==> config.mk <==
export PLATFORM = sky130hd
export DESIGN_NAME = alu_slice_sequencer
export DESIGN_NICKNAME = d
export VERILOG_FILES = /design/src/rtl/alu_slice_sequencer.sv
export SDC_FILE = /design/constraint.sdc
export NUM_CORES = 1
export LEC_CHECK = 0
export BUFFER_PORTS_ARGS = -buffer_cell sky130_fd_sc_hd__buf_2
export CORE_ASPECT_RATIO = 0.5
export CORE_UTILIZATION = 46
export DETAILED_ROUTE_END_ITERATION = 16
export PLACE_DENSITY = 0.84
export SLEW_MARGIN = 0
export SYNTH_ARGS = -nofsm -noshare
export SYNTH_HDL_FRONTEND = slang
export SYNTH_SLANG_ARGS = --single-unit
==> constraint.sdc <==
create_clock -name clk -period 1.46 [get_ports clk]
set_clock_uncertainty 0.05 [all_clocks]
set_input_delay 0.073 -clock clk [delete_from_list [all_inputs] [get_ports clk]]
set_output_delay 0.073 -clock clk [all_outputs]
set_load 0.01 [all_outputs]
==> src/rtl/alu_slice_sequencer.sv <==
// Sequences one 4-bit 74181 slice across a NIBBLES*4-bit operand, one nibble per
// enabled clock edge. The order is LSB first, and carry ripples through a register.
// Latency: rsp_valid rises NIBBLES enabled edges after the accepting edge.
// Backpressure: req_ready is high only in IDLE. The result is held in DONE until
// an enabled edge sees rsp_ready. ena=0 freezes everything except rst.
// Ports: clk/rst/ena control; req_* request handshake and operands;
//        slc_* drive and observe the external alu_74181; rsp_* result handshake.
// Optional: define ALU_SEQ_PG_EN to add rsp_p/rsp_g group propagate/generate
//           outputs in 74181 active-low polarity.
module alu_slice_sequencer #(
    parameter int NIBBLES = 2
) (
    input  logic                   clk,
    input  logic                   rst,
    input  logic                   ena,
    input  logic                   req_valid,
    output logic                   req_ready,
    input  logic [4*NIBBLES-1:0]   req_a,
    input  logic [4*NIBBLES-1:0]   req_b,
    input  logic [3:0]             req_s,
    input  logic                   req_m,
    input  logic                   req_cn,
    output logic [3:0]             slc_a,
    output logic [3:0]             slc_b,
    output logic [3:0]             slc_s,
    output logic                   slc_m,
    output logic                   slc_cn,
    input  logic [3:0]             slc_f,
    input  logic                   slc_cn4,
    input  logic                   slc_equal,
    input  logic                   slc_p,
    input  logic                   slc_g,
    output logic                   rsp_valid,
    input  logic                   rsp_ready,
    output logic [4*NIBBLES-1:0]   rsp_f,
    output logic                   rsp_cout,
`ifdef ALU_SEQ_PG_EN
    output logic                   rsp_p,
    output logic                   rsp_g,
`endif
    output logic                   rsp_equal
);

    localparam int IW = (NIBBLES > 1) ? $clog2(NIBBLES) : 1;

    typedef enum logic [1:0] {
        IDLE = 2'd0,
        RUN  = 2'd1,
        DONE = 2'd2
    } state_t;

    state_t                    state_q;
    state_t                    state_d;
    logic [IW-1:0]             idx_q;
    logic [NIBBLES-1:0][3:0]   a_q;
    logic [NIBBLES-1:0][3:0]   b_q;
    logic [NIBBLES-1:0][3:0]   f_q;
    logic [3:0]                s_q;
    logic                      m_q;
    logic                      carry_q;
    logic                      eq_acc;
    logic                      last_nib;
    logic                      accept;
    logic [IW-1:0]             nib_sel;
`ifdef ALU_SEQ_PG_EN
    logic                      p_acc;
    logic                      g_acc;
`endif

    assign last_nib = (idx_q == IW'(NIBBLES - 1));
    assign accept   = ena && req_valid && (state_q == IDLE);

    // Outside RUN the slice sees nibble 0 of the captured operands, so it never sees X.
    assign nib_sel = (state_q == RUN) ? idx_q : '0;
    assign slc_a   = a_q[nib_sel];
    assign slc_b   = b_q[nib_sel];
    assign slc_s   = s_q;
    assign slc_m   = m_q;
    assign slc_cn  = carry_q;

    always_ff @(posedge clk) begin
        if (rst) begin
            state_q <= IDLE;
        end else if (ena) begin
            state_q <= state_d;
        end
    end

    always_comb begin
        state_d   = state_q;
        req_ready = 1'b0;
        rsp_valid = 1'b0;
        rsp_f     = '0;
        rsp_cout  = 1'b0;
        rsp_equal = 1'b0;
`ifdef ALU_SEQ_PG_EN
        rsp_p     = 1'b0;
        rsp_g     = 1'b0;
`endif
        case (state_q)
            IDLE: begin
                req_ready = 1'b1;
                if (req_valid) state_d = RUN;
            end
            RUN: begin
                if (last_nib) state_d = DONE;
            end
            DONE: begin
                rsp_valid = 1'b1;
                rsp_f     = f_q;
                rsp_cout  = carry_q;
                rsp_equal = eq_acc;
`ifdef ALU_SEQ_PG_EN
                rsp_p     = p_acc;
                rsp_g     = g_acc;
`endif
                // Returning to IDLE here means a request can only be taken on a later edge.
                if (rsp_ready) state_d = IDLE;
            end
            default: state_d = IDLE;
        endcase
    end

    always_ff @(posedge clk) begin
        if (rst) begin
            idx_q   <= '0;
            a_q     <= '0;
            b_q     <= '0;
            f_q     <= '0;
            s_q     <= '0;
            m_q     <= 1'b0;
            carry_q <= 1'b0;
            eq_acc  <= 1'b1;
`ifdef ALU_SEQ_PG_EN
            p_acc   <= 1'b0;
            g_acc   <= 1'b1;
`endif
        end else if (accept) begin
            a_q     <= req_a;
            b_q     <= req_b;
            s_q     <= req_s;
            m_q     <= req_m;
            carry_q <= req_cn;
            eq_acc  <= 1'b1;
            idx_q   <= '0;
`ifdef ALU_SEQ_PG_EN
            p_acc   <= 1'b0;
            g_acc   <= 1'b1;
`endif
        end else if (ena && state_q == RUN) begin
            f_q[idx_q] <= slc_f;
            carry_q    <= slc_cn4;
            eq_acc     <= eq_acc & slc_equal;
            if (!last_nib) idx_q <= idx_q + 1'b1;
`ifdef ALU_SEQ_PG_EN
            // Active-low lookahead combine: the group propagates only if every nibble
            // propagates. It generates if the upper nibble generates, or if the upper
            // nibble propagates a generate from below.
            p_acc <= p_acc | slc_p;
            g_acc <= slc_g & (slc_p | g_acc);
`endif
        end
    end

endmodule
==> reports/qor.log <==
qor: run_status.status finished with violations
qor: run_status.violations negative setup slack
qor: timing.finalWorstPathRequiredPeriod 1.540 ns
qor: die.io_pins 61
qor: global_routing.globalRoute.totalOverflow 0
qor: global_routing.grtUsageTotal 23.78%
qor: timing.timing.final.max_slew_violations 0
qor: critical_path.timing.rr.start state_q[1]$_SDFFE_PP0P_
qor: yosys.asyncSetResetFlopFracSynth 0%
qor: critical_path.timing.critical_path.required 1.34 ns
qor: final_layout.layout.filler_cells 178
qor: timing.layout_setup_ws -0.08042 ns
qor: placed_design.place_hpwl 2183 um
qor: final_layout.fin_nets 287
qor: yosys.largest_area_contributor_in_the_netlist sky130_fd_sc_hd__dfxtp_1
qor: clock_tree.tritoncts done
qor: die.core_area 2749 sq um
qor: critical_path.timing.critical_path.fanout_max 6
qor: critical_path.sort_of_element_at_the_start_of_the_critical_path register
qor: timing.timing_hold_violations_final 0
qor: critical_path.r2r_setup_slack 0.05 ns
qor: route.route.detailed.vias_per_inst 5.052
qor: critical_path.r2r.worst_path.cells 4
qor: die.floorplan.die.height 41.26 um
qor: placed_design.post-place-ws 0.01741 ns
qor: global_routing.grt_start_max_net_pins 35
qor: final_layout.final_layout_size_suffix_gt1_share 33.33%
qor: timing.unrepaired_setup_endpoints_after_global_routing true
qor: yosys.post_synth_xor_area_fraction 0%
qor: route.detail_route.first_pass.iterations 4
qor: critical_path.cp-end-kind primary output
qor: critical_path.timing_worst_setup_path_type register to primary output
qor: yosys.synthAdderAreaFrac 0%
qor: yosys.post_synth_mux_area_share 9.885%
qor: clock_tree.clock_latency 0.28 ns
qor: yosys.mappedNetlistNets 205
qor: critical_path.endpoint_of_the_worst_slack_reg_to_reg_timing_path a_q[3]$_SDFFE_PP0P_
qor: global_routing.vias_in_the_first_global_route 1250
qor: yosys.yosys.cell_types.count 20
qor: placed_design.io_buffers 58
qor: die.floorplan.die_area 3321 sq um
qor: timing.slew_at_the_pin_with_the_worst_max_slew_slack 0.6083 ns
qor: timing.setup_violators_final 8
qor: power_and_ir_drop.p_leak 0.0009633 uW
qor: final_layout.mostFrequentLayoutCells 50 x sky130_fd_sc_hd__buf_2, 48 x sky130_fd_sc_hd__nand2_1, 31 x sky130_fd_sc_hd__dfxtp_1
qor: yosys.synth_seq_cells 34
qor: clock_tree.cts_root_buffer sky130_fd_sc_hd__clkbuf_8
qor: yosys.netlist_area 1418 sq um
qor: clock_tree.clock_sink_count 34
qor: die.dieWidth 80.51 um
qor: route.wirelength 3813 um
qor: yosys.synth_area_leaders sky130_fd_sc_hd__dfxtp_1 48%, sky130_fd_sc_hd__nand2_1 13%, sky130_fd_sc_hd__a21oi_1 9.2%, sky130_fd_sc_hd__mux2_2 6.4%, sky130_fd_sc_hd__and2_1 4.4%
qor: clock_tree.clk_pin_slew_worst_paths 0.07 ns
qor: route.route.vias.total 1460
qor: clock_tree.cts_buffer_depth 2
qor: timing.slew-limit-headroom 59.45%
qor: route.detail-route-antenna-nets 0
qor: worst_hold_path.hp-class input port to register
qor: final_layout.n_antenna_cell 0
qor: job.max_cap_violations 0
qor: yosys.sequential_element_share_of_the_synthesized_area 48.01%
qor: route.detail_route.wl_per_cell 13.19 um
qor: yosys.synth-compound-area-share 12.80%
qor: yosys.synth_ff_type sky130_fd_sc_hd__dfxtp_1
qor: power_and_ir_drop.ir_drop 653.2 uV
qor: power_and_ir_drop.power_density 913.1 nW/um^2
qor: route.drtIter0Drc 67
qor: die.floorplan.initialDensity 51.57%
qor: clock_tree.tritoncts_buffer_count 5
qor: yosys.synth_top_family_by_area simple AND/OR/NAND/NOR gates
qor: final_layout.final_util 77.33%
qor: final_layout.synthToLayoutAreaGrowth 49.96%
qor: clock_tree.htreeDepth 2
qor: yosys.synthSimpleGateAreaFrac 24.62%
qor: power_and_ir_drop.post-layout-total-power 1941 uW
qor: timing.maxClockFrequency 649.2 MHz
qor: route.remaining_drc_errors 0
qor: yosys.netlist.area_leader.share 48.01%
qor: yosys.synthesis_warnings 0
qor: timing.post-route-period-util 105.5%
qor: worst_hold_path.hold_depth 3
qor: placed_design.gp_routability_congestion 0.7183
qor: yosys.post_synth_edffs 0
qor: worst_hold_path.hold_path.startpoint slc_f[3]
qor: critical_path.arrival 1.42 ns
qor: global_routing.grt_pass1_wl 5575 um
qor: yosys.post_synth_inst_count 170
qor: worst_hold_path.endpoint_of_the_worst_hold_path f_q[7]$_SDFFE_PP0P_
qor: yosys.synth_area_per_cell 8.339 sq um
qor: global_routing.antenna_found_initial 0
qor: final_layout.layout_commonest_cell sky130_fd_sc_hd__buf_2
qor: die.placement_rows 13
where the power goes:
group          total [uW]  internal, uW  switching (uW)
Sequential            998           970            28.5
Combinational         299           160             139
Clock                 644           328             316
Total                1940          1460             483
metal layers:
metal | GRT usage [%] | vias up | share of wire (%)
met3 | 6.222 | 6 | 5.2
met4 | 8.929 | 0 | 0.81
met5 | 0 | - | 0
li1 | - | 729 | -
met2 | 46.61 | 56 | 50
met1 | 26.25 | 669 | 44
worst max path at each step:
stage,start,endpoint,slack (ns),cells past startpoint
after global routing,state_q[1]$_SDFFE_PP0P_,slc_a[1],-0.12,4
final,state_q[1]$_SDFFE_PP0P_,slc_a[1],-0.08,4
after global placement,state_q[0]$_SDFFE_PP0P_,b_q[4]$_SDFFE_PP0P_,0.09,3
after detailed placement,state_q[0]$_SDFFE_PP0P_,a_q[2]$_SDFFE_PP0P_,0.02,3
after CTS,state_q[1]$_SDFFE_PP0P_,slc_a[1],-0.08,4
after floorplan,idx_q$_SDFFE_PP0P_,slc_a[0],0.24,3
kinds of logic after synthesis:
logic type             after synthesis
AND/OR/NAND/NOR                     74
flip-flops                          34
multiplexers                        13
AO/OA/AOI/OAI                       35
buffers and inverters               14
cell type report:
| class | count | area [sq um] | area share, % |
|---|---|---|---|
| tap | 37 | 46.29 | 2.178 |
| multi-input combinational | 122 | 680.7 | 32.02 |
| clock buffer | 7 | 76.32 | 3.590 |
| sequential | 34 | 691.9 | 32.55 |
| timing repair buffer | 88 | 626.9 | 29.49 |
| inverter | 1 | 3.754 | 0.1766 |
critical path: stages, from the launching register on:
cell and delay [ns]:
sky130_fd_sc_hd__dfxtp_4 0.35, sky130_fd_sc_hd__nand3b_1 0.19, sky130_fd_sc_hd__buf_6 0.16, sky130_fd_sc_hd__mux2_4 0.30, sky130_fd_sc_hd__buf_6 0.12
synthesized netlist by cell type (all sizes together), types with 3 or more instances:
master,number
nand2,48
clkbuf,6
nor2,7
buf,7
nand3b,3
a21oi,26
mux2,8
and2,10
o21ai,6
dfxtp,34
mux2i,5
through the flow:
step,std cells,hold WS [ns],instance area [sq um],TNS [ns]
final,289,0.006346,2126,-0.5064
after global routing,289,0.01270,2126,-0.8218
after CTS,289,0.002654,2113,-0.4082
after detailed placement,257,0.2700,1729,0
after global placement,257,0.2624,1729,0
after floorplan,170,0.1590,1418,0
registers in the layout, summed over array words and instances, names as in the netlist:
signal and count:
state_q 2, slc_s 4, slc_m 1, b_q 8
f_q 8, eq_acc 1, a_q 8, slc_cn 1
idx_q 1
what timing repair did:
action | CTS | global route
hold endpoints to repair | 24 | 0
endpoints found under the setup margin | 19 | 8
hold buffers | 23 | 0
setup buffers | 2 | 0
pin swaps | 0 | 1
resized for setup | 15 | 3
No activity file was read; power rests on OpenSTA's default activity.
